$ cat src/rtl/rvfpm_commit_sched.sv
// In-order commit/retire scheduler: tracks accepted X-IF instructions in a ring
// buffer and releases results in issue order once both committed and executed.
module rvfpm_commit_sched #(
  parameter int DEPTH      = 4,
  parameter int X_ID_WIDTH = 4,
  parameter int FLEN       = 32
) (
  input  logic                       ck_i,
  input  logic                       rst_ni,
  output logic                       alloc_ready_o,
  input  logic                       issue_accept_i,
  input  logic [X_ID_WIDTH-1:0]      issue_id_i,
  input  logic [4:0]                 issue_rd_i,
  input  logic                       commit_valid_i,
  input  logic [X_ID_WIDTH-1:0]      commit_id_i,
  input  logic                       commit_kill_i,
  input  logic                       ex_valid_i,
  input  logic [X_ID_WIDTH-1:0]      ex_id_i,
  input  logic [FLEN-1:0]            ex_data_i,
  output logic                       result_valid_o,
  input  logic                       result_ready_i,
  output logic [X_ID_WIDTH-1:0]      result_id_o,
  output logic [FLEN-1:0]            result_data_o,
  output logic [4:0]                 result_rd_o,
  output logic [$clog2(DEPTH):0]     inflight_o,
  output logic                       err_id_o
);

  localparam int PW = $clog2(DEPTH);
  localparam int CW = PW + 1;

  typedef enum logic [2:0] {
    ST_FREE      = 3'd0,
    ST_ISSUED    = 3'd1,
    ST_COMMITTED = 3'd2,
    ST_DONE      = 3'd3,
    ST_READY     = 3'd4,
    ST_KILLED    = 3'd5
  } ent_st_e;

  ent_st_e               st_q   [DEPTH];
  ent_st_e               st_d   [DEPTH];
  logic [X_ID_WIDTH-1:0] id_q   [DEPTH];
  logic [X_ID_WIDTH-1:0] id_d   [DEPTH];
  logic [4:0]            rd_q   [DEPTH];
  logic [4:0]            rd_d   [DEPTH];
  logic [FLEN-1:0]       data_q [DEPTH];
  logic [FLEN-1:0]       data_d [DEPTH];
  logic [PW-1:0]         head_q, head_d, tail_q, tail_d;
  logic [CW-1:0]         cnt_q, cnt_d;
  logic                  err_q, err_d;

  logic [DEPTH-1:0] live_s, cm_hit_s, ex_hit_s, dup_s;
  logic             full_s, issue_ok_s, cm_new_s, retire_s, ent_err_s;
  logic             c_s, e_s;

  assign full_s         = (cnt_q == CW'(DEPTH));
  assign alloc_ready_o  = (cnt_q < CW'(DEPTH));
  assign inflight_o     = cnt_q;
  assign err_id_o       = err_q;
  assign result_valid_o = (st_q[head_q] == ST_READY);
  assign result_id_o    = result_valid_o ? id_q[head_q]   : {X_ID_WIDTH{1'b0}};
  assign result_rd_o    = result_valid_o ? rd_q[head_q]   : 5'd0;
  assign result_data_o  = result_valid_o ? data_q[head_q] : {FLEN{1'b0}};

  // Id match vectors against live (non-FREE, non-KILLED) entries
  always_comb begin
    live_s   = {DEPTH{1'b0}};
    cm_hit_s = {DEPTH{1'b0}};
    ex_hit_s = {DEPTH{1'b0}};
    dup_s    = {DEPTH{1'b0}};
    for (int i = 0; i < DEPTH; i++) begin
      live_s[i]   = (st_q[i] != ST_FREE) && (st_q[i] != ST_KILLED);
      cm_hit_s[i] = live_s[i] && (id_q[i] == commit_id_i);
      ex_hit_s[i] = live_s[i] && (id_q[i] == ex_id_i);
      dup_s[i]    = live_s[i] && (id_q[i] == issue_id_i);
    end
  end

  assign issue_ok_s = issue_accept_i && !full_s && !(|dup_s);
  // A commit for an id issued this same cycle targets the new entry.
  assign cm_new_s   = issue_ok_s && commit_valid_i && (issue_id_i == commit_id_i);
  assign retire_s   = ((st_q[head_q] == ST_READY) && result_ready_i) ||
                      (st_q[head_q] == ST_KILLED);

  // Next-state for entries, pointers, occupancy and the sticky error flag
  always_comb begin
    st_d      = st_q;
    id_d      = id_q;
    rd_d      = rd_q;
    data_d    = data_q;
    head_d    = head_q;
    tail_d    = tail_q;
    cnt_d     = cnt_q;
    ent_err_s = 1'b0;
    c_s       = 1'b0;
    e_s       = 1'b0;
    for (int i = 0; i < DEPTH; i++) begin
      c_s = commit_valid_i && cm_hit_s[i];
      e_s = ex_valid_i && ex_hit_s[i];
      case (st_q[i])
        ST_ISSUED: begin
          if (c_s && commit_kill_i) begin
            st_d[i] = ST_KILLED;
          end else if (c_s && e_s) begin
            st_d[i]   = ST_READY;
            data_d[i] = ex_data_i;
          end else if (c_s) begin
            st_d[i] = ST_COMMITTED;
          end else if (e_s) begin
            st_d[i]   = ST_DONE;
            data_d[i] = ex_data_i;
          end else begin
            st_d[i] = st_q[i];
          end
        end
        ST_COMMITTED: begin
          if (e_s) begin
            st_d[i]   = ST_READY;
            data_d[i] = ex_data_i;
          end else begin
            st_d[i] = st_q[i];
          end
          ent_err_s = ent_err_s | c_s;
        end
        ST_DONE: begin
          if (c_s && commit_kill_i) begin
            st_d[i] = ST_KILLED;
          end else if (c_s) begin
            st_d[i] = ST_READY;
          end else begin
            st_d[i] = st_q[i];
          end
          ent_err_s = ent_err_s | e_s;
        end
        ST_READY: begin
          ent_err_s = ent_err_s | c_s | e_s;
        end
        default: begin
          st_d[i] = st_q[i];
        end
      endcase
    end

    if (retire_s) begin
      st_d[head_q] = ST_FREE;
      head_d       = head_q + PW'(1);
    end else begin
      head_d = head_q;
    end

    if (issue_ok_s) begin
      if (cm_new_s) begin
        st_d[tail_q] = commit_kill_i ? ST_KILLED : ST_COMMITTED;
      end else begin
        st_d[tail_q] = ST_ISSUED;
      end
      id_d[tail_q]   = issue_id_i;
      rd_d[tail_q]   = issue_rd_i;
      data_d[tail_q] = {FLEN{1'b0}};
      tail_d         = tail_q + PW'(1);
    end else begin
      tail_d = tail_q;
    end

    cnt_d = cnt_q + CW'(issue_ok_s) - CW'(retire_s);
    err_d = err_q
          | (issue_accept_i && (full_s || (|dup_s)))
          | (commit_valid_i && !(|cm_hit_s) && !cm_new_s)
          | (ex_valid_i && !(|ex_hit_s))
          | ent_err_s;
  end

  // State registers
  always_ff @(posedge ck_i or negedge rst_ni) begin
    if (!rst_ni) begin
      for (int i = 0; i < DEPTH; i++) begin
        st_q[i]   <= ST_FREE;
        id_q[i]   <= {X_ID_WIDTH{1'b0}};
        rd_q[i]   <= 5'd0;
        data_q[i] <= {FLEN{1'b0}};
      end
      head_q <= {PW{1'b0}};
      tail_q <= {PW{1'b0}};
      cnt_q  <= {CW{1'b0}};
      err_q  <= 1'b0;
    end else begin
      st_q   <= st_d;
      id_q   <= id_d;
      rd_q   <= rd_d;
      data_q <= data_d;
      head_q <= head_d;
      tail_q <= tail_d;
      cnt_q  <= cnt_d;
      err_q  <= err_d;
    end
  end

endmodule

$ cat config.mk
export PLATFORM = sky130hd
export DESIGN_NAME = rvfpm_commit_sched
export DESIGN_NICKNAME = d
export VERILOG_FILES = /design/src/rtl/rvfpm_commit_sched.sv
export SDC_FILE = /design/constraint.sdc
export NUM_CORES = 1
export LEC_CHECK = 0
export ABC_AREA = 0
export CAP_MARGIN = 20
export CORE_ASPECT_RATIO = 2
export CORE_MARGIN = 1
export CORE_UTILIZATION = 55
export CTS_CLUSTER_SIZE = 24
export DETAILED_ROUTE_END_ITERATION = 16
export PLACE_DENSITY = 0.76
export SKIP_LAST_GASP = 1
export SYNTH_ARGS = -nofsm -noshare
export SYNTH_HDL_FRONTEND = slang
export SYNTH_SLANG_ARGS = --single-unit
export TNS_END_PERCENT = 5
$ cat constraint.sdc
create_clock -name ck_i -period 7.2 [get_ports ck_i]
set_input_delay 1.08 -clock ck_i [delete_from_list [all_inputs] [get_ports ck_i]]
set_output_delay 1.08 -clock ck_i [all_outputs]
set_load 0.05 [all_outputs]
==> results of run 1 <==
==> cell usage after synthesis, drive strengths merged, types with 3 or more instances <==
master | count | area, sq um
a211oi | 3 | 22.5
a21oi | 16 | 83.8
and2 | 6 | 37.5
buf | 48 | 357
clkbuf | 22 | 116
dfrtp | 184 | 4600
ha | 10 | 125
inv | 18 | 67.6
mux2 | 36 | 405
mux2i | 130 | 1300
mux4 | 43 | 968
nand2 | 22 | 82.6
nand2b | 7 | 43.8
nand3 | 7 | 35.0
nand4 | 12 | 75.1
nand4b | 3 | 26.3
nor2 | 152 | 648
nor2b | 52 | 333
nor3 | 10 | 82.6
nor4 | 6 | 37.5
nor4b | 3 | 41.3
o21ai | 16 | 80.1
o311ai | 3 | 26.3
or3 | 3 | 18.8
xnor2 | 44 | 385
xor2 | 14 | 123
==> metal layers <==
metal  track usage (%)  part of all wire [%]  up-vias
li1                  -                     -     3232
met1              30.8                    39     3575
met2              48.0                    54      184
met3              4.06                   3.3       52
met4              11.3                   3.3        0
met5                 0                     0        -
==> flip-flops by register name, indices dropped and copies added (netlist names) <==
signal,flops
id_q,16
st_q,12
data_q,128
head_q,2
inflight_o,3
err_id_o,1
rd_q,20
tail_q,2
==> area by class of cell <==
type / instances / area share, %
Inverter: 18 / 0.568
Timing Repair Buffer: 113 / 9.28
Multi-Input combinational cell: 626 / 44.2
Antenna cell: 1 / 0.0210
Tap cell: 216 / 2.27
Clock buffer: 17 / 3.57
Clock inverter: 15 / 1.37
Sequential cell: 184 / 38.7
==> logic make-up after synthesis <==
| logic type | synth area share (%) |
|---|---|
| buffers and inverters | 5.21 |
| AND/OR/NAND/NOR | 14.6 |
| flip-flops | 44.4 |
| adder cells (fa/ha/maj) | 1.40 |
| AO/OA/AOI/OAI | 3.81 |
| XOR/XNOR | 4.89 |
| multiplexers | 25.8 |
==> worst paths after layout <==
check / startpoint / endpoint / slack [ns] / cells past startpoint
worst min register to register: rd_q[2] / rd_q[2] / 0.51 / 1
worst max-delay path: st_q[9] / result_data_o[3] / 2.74 / 4
min in group asynchronous: rst_ni / id_q[15] / 0.75 / 1
worst min-delay path: rd_q[2] / rd_q[2] / 0.51 / 1
worst max register to register: st_q[9] / st_q[8] / 3.70 / 8
max in group asynchronous: rst_ni / data_q[79] / 4.92 / 2
==> power by group through the flow <==
stage                     clock network (uW)  logic, uW  registers (uW)
final                                    918       2070            1840
after global placement                     0       2030            1830
after CTS                                938       2090            1840
after detailed placement                   0       2070            1850
after floorplan                            0       1700            1720
after global routing                     979       2260            1890
==> through the flow <==
stage                     util [%]  instances  total power [uW]  hold WS, ns
after detailed placement      61.5       1157              3930        0.492
final                         64.7       1190              4830        0.508
after global routing          64.7       1190              5120        0.526
after floorplan                  -        898              3420        0.475
after global placement        61.5       1157              3860        0.483
after CTS                     64.7       1189              4860        0.509
==> placed cells by master, fill, tap and decap left out, drive strengths merged, types with 8 or more instances in the layout <==
cell type,instances
nand2,22
xnor2,44
mux2i,130
mux2,36
mux4,43
clkinv,8
buf,12
ha,10
nor2b,52
inv,23
xor2,14
nor3,10
o21ai,16
clkdlybuf4s50,101
a21oi,16
nor2,152
clkbuf,17
dfrtp,184
nand4,12
==> results.ini, run 1 <==
[timing]
worst_pin_slew_ns = 1.01
clock.fmax_mhz = 224
setup_tns_ns = 0
skew_ns = 0.00845
period_share_pct = 61.9
report.final.setup_viol = 0
period_needed_ns = 4.46
maxSlewHeadroom_pct = 32.4
slew_violations = 0
finalHoldViolCount = 0
rsz0062_at_grt = false
setup_ws_ns = 2.74

[floorplanning]
die_w_microns = 99.1
ios = 103
initial_core_util_pct = 56.4
core-area_sq_um = 18400
rows = 70
die_area_sq_um = 19500
dieHeight_microns = 196

[pwr]
switching_share_pct = 39.6
clock_power_share_pct = 19.0
power.internal_uw = 2910
power.switching_uw = 1910
power_density_nw_per_um2 = 405
max-vdd-ir-drop_uv = 227
p_leak_uw = 0.00514
power_frac_seq_pct = 38.1
p_comb_share_pct = 42.9

[worst_setup_path]
path_delay_family = simple AND/OR/NAND/NOR gates
required_ns = 6.12
endpoint_kind = primary output
worstPathArrival_ns = 3.38
startpoint_type = flop
slowest_stage = clkdlybuf4s50_1
worstSetupPathType = reg2out
cp_cell_sequence = mux4_2 > nand2b_2 > nor2b_1 > clkdlybuf4s50_1
max_stage_delay_ns = 0.84
cp_max_fo = 42
path_buf_inv = 1

[grt]
track_usage_pct = 26.5
grt_overflow = 0
grt_antenna_before_repair = 1
grt_max_degree = 108
grt_first_pass_wirelength_mm = 39.4
first_global_vias = 7482

[yosys]
synthCells = 898
syn_avg_cell_area_sq_um = 11.6
synthesis.area_sq_um = 10400
syn_nets = 965
ys_ff_latch = 184
ys_seq_area_share_pct = 44.4
ys.flop_type = dfrtp_1
yosysWarnings = 0
synth_cell_type_count = 64
ys_async_sr_fraction_pct = 100
synth-edff-count = 0

[clocking]
cts.repair.resized = 0
clk_latency_ns = 0.43
cts_hold_buffers = 0
htreeDepth = 4
cts_sinks = 184
numCtsBuffers = 17
post_cts_buffers = 0
cts_root_buf = clkbuf_16
cts_tree = built
clk_pin_slew_ns = 0.08
clockBufferDepth = 2

[final_layout]
fill_cells = 1452
drive_gt1_share_pct = 18.0
syn2layout_area_growth_pct = 14.7
layout.nets = 1027
design_area_sq_um = 11900
multi_input_area_sq_um = 5270
seq_area_sq_um = 4610

[routing]
totalWireLength_mm = 24.1
drc = 0
drtPass1Iterations = 5
drt-wirelength-per-cell_microns = 20.3
via_count = 7043
drtAntennaViolNets = 0
via_per_inst = 5.92
drt_iter0_markers = 347

[placement]
pre_cts_ws_ns = 2.64
routabilityCongestion = 0.919
dp_hpwl_mm = 15.6
placed_area_sq_um = 11300
io_buffers = 102

[run]
drv_cap = 0

[run_status]
run_status = complete, no violations

[worst_hold_path]
hp-class = reg2reg

(Power assumes the default switching activity.)
==> run 2, diff against run 1 <==
==> constraint.sdc (replaced) <==
create_clock -name ck_i -period 4.41 [get_ports ck_i]
set_input_delay 0.6615 -clock ck_i [delete_from_list [all_inputs] [get_ports ck_i]]
set_output_delay 0.6615 -clock ck_i [all_outputs]
set_load 0.05 [all_outputs]
==> run 2 against run 1 <==
Compared with the run above:
- combinational power rose by 67%
- critical path depth rose by 1
- clock skew rose by 0.0084 ns
- global-route usage rose by 0.47 points
- setup slack got worse by 2.3 ns
- clock power rose by 73%
- count of clock-buffer cells in the layout did not move
- die area did not move
- final cell count rose by 0.76%
==> results.ini, run 2 (synthesized netlist as in run 1, its figures left out) <==
[final_layout]
final_common_cell = dfrtp_1  ; unchanged
top_register = data_q  ; unchanged
design_area_sq_um = 12100  ; was 11900 sq um
n_antenna_cell = 0  ; was 1
final_cells = 1199  ; was 1190
final_cell_mix = 182 x dfrtp_1, 130 x mux2i_1, 121 x nor2_1  ; unchanged
syn2layout_area_growth_pct = 16.3  ; was 14.7%
largest_reg_flops = 128  ; unchanged
reg.largest.list = data_q: 128 flops, rd_q: 20 flops, id_q: 16 flops  ; unchanged
drive_gt1_share_pct = 18.8  ; was 18.0%
seq_area_sq_um = 4610  ; unchanged
layout.nets = 1037  ; was 1027
multi_input_area_sq_um = 5270  ; unchanged
fill_cells = 1475  ; was 1452

[placement]
dp_hpwl_mm = 16.6  ; was 15.6 mm
placed_area_sq_um = 11400  ; was 11300 sq um
routabilityCongestion = 0.939  ; was 0.919
io_buffers = 102  ; unchanged
dp.cells = 1167  ; was 1157

[worst_setup_path]
cp_max_fo = 17  ; was 42
worstPathArrival_ns = 3.28  ; was 3.38 ns
worstSetupPathType = reg2out  ; unchanged
path_delay_family = buffers and inverters  ; was simple AND/OR/NAND/NOR gates
required_ns = 3.75  ; was 6.12 ns
endpoint_kind = primary output  ; unchanged
cp_cell_sequence = mux4_2 > nand2b_2 > buf_4 > nor2b_1 > clkdlybuf4s50_1  ; was mux4_2 > nand2b_2 > nor2b_1 > clkdlybuf4s50_1
max_stage_delay_ns = 0.88  ; was 0.84 ns
startpoint_type = flop  ; unchanged
slowest_stage = clkdlybuf4s50_1  ; unchanged
r2r_slack_ns = 1.46  ; was 3.70 ns
path_buf_inv = 2  ; was 1

[clocking]
clk_latency_ns = 0.44  ; was 0.43 ns
clk_pin_slew_ns = 0.08  ; about the same
cts_hold_buffers = 0  ; unchanged
cts_sinks = 184  ; unchanged
post_cts_buffers = 0  ; unchanged
cts_root_buf = clkbuf_16  ; unchanged
clockBufferDepth = 2  ; unchanged
numCtsBuffers = 17  ; unchanged
htreeDepth = 4  ; unchanged
cts.repair.resized = 0  ; unchanged
cts_tree = built  ; unchanged

[timing]
skew_ns = 0.0169  ; was 0.00845 ns
slew_violations = 0  ; unchanged
maxSlewHeadroom_pct = 28.2  ; was 32.4%
worst_pin_slew_ns = 1.07  ; was 1.01 ns
rsz0062_at_grt = false  ; unchanged
period_needed_ns = 3.94
finalHoldViolCount = 0  ; unchanged
clock.fmax_mhz = 254
period_share_pct = 89.4
report.final.setup_viol = 0  ; unchanged
setup_tns_ns = 0  ; unchanged

[grt]
first_global_vias = 7587  ; was 7482
grt_antenna_before_repair = 0  ; was 1
track_usage_pct = 27.0  ; was 26.5%
grt_first_pass_wirelength_mm = 39.8  ; was 39.4 mm
grt_max_degree = 99  ; was 108
grt_overflow = 0  ; unchanged

[routing]
drc = 0  ; unchanged
drtAntennaViolNets = 0  ; unchanged
drt-wirelength-per-cell_microns = 20.3  ; about the same
m1WireLength_mm = 9.11  ; was 9.47 mm
drtPass1Iterations = 5  ; unchanged
via_per_inst = 5.86  ; was 5.92
totalWireLength_mm = 24.4  ; was 24.1 mm
drt_iter0_markers = 344  ; was 347
dr_wl_met2_mm = 13.4  ; was 13.1 mm
highest_layer = met4  ; unchanged
wl_met3_microns = 927  ; was 800 microns
via_count = 7031  ; was 7043

[pwr]
max-vdd-ir-drop_uv = 324  ; was 227 uV
p_leak_uw = 0.00523  ; was 0.00514 uW
power_density_nw_per_um2 = 665  ; was 405 nW/um^2

[floorplanning]
rows = 70  ; unchanged
core-area_sq_um = 18400  ; unchanged
dieHeight_microns = 196  ; unchanged
die_w_microns = 99.1  ; unchanged
initial_core_util_pct = 56.4  ; unchanged
ios = 103  ; unchanged
die_area_sq_um = 19500  ; unchanged

[run_status]
run_status = complete, no violations  ; unchanged

[worst_hold_path]
hp-class = in2async  ; was reg2reg

[run]
drv_cap = 0  ; unchanged

run 2: power breakdown:
group / leakage [uW] / internal [uW] / switching [uW]
sequential: 0.00243 / 2390 / 585
clock: 0.000305 / 867 / 722
combinational: 0.00250 / 1660 / 1800
total: 0.00523 / 4920 / 3110
run 2: layout make-up:
cell class | instances | share of cell area (%)
Tap cell | 216 | 2.24
Clock buffer | 17 | 3.53
Timing Repair Buffer | 123 | 10.2
Sequential cell | 184 | 38.2
Inverter | 18 | 0.560
Clock inverter | 15 | 1.66
Multi-Input combinational cell | 626 | 43.6
run 2: stage by stage:
step	hold WS (ns)	utilization [%]	power, uW	worst slack [ns]
floorplan	0.366	-	5580	1.32
global placement	0.485	62.2	6370	0.732
detailed placement	0.494	62.2	6480	0.681
CTS	0.338	65.6	8100	0.441
global route	0.371	65.6	8540	0.326
finish	0.280	65.6	8030	0.467
run 2: path summary, 6_finish.rpt:
check                           startpoint        endpoint  cells past startpoint
worst max-delay path               st_q[9]  result_id_o[3]                      5
worst min-delay path                rst_ni         id_q[7]                      1
worst max register to register     st_q[9]   inflight_o[2]                     12
worst min register to register     rd_q[7]         rd_q[7]                      1
max in group asynchronous           rst_ni         rd_q[2]                      2
min in group ck_i                  rd_q[7]         rd_q[7]                      1
run 2: worst reg2reg max path: cells and delay by family, from the launching register on:
| family | cells | cell delay, ns |
|---|---|---|
| adder cells (fa/ha/maj) | 3 | 0.80 |
| flip-flops | 1 | 0.54 |
| buffers and inverters | 3 | 0.17 |
| XOR/XNOR | 2 | 0.28 |
| AND/OR/NAND/NOR | 4 | 1.07 |
run 2: routing by layer:
layer / vias up / track usage, %
li1: 3254 / -
met2: 199 / 48.9
met5: - / 0
met3: 49 / 4.31
met1: 3529 / 30.8
met4: 0 / 12.2
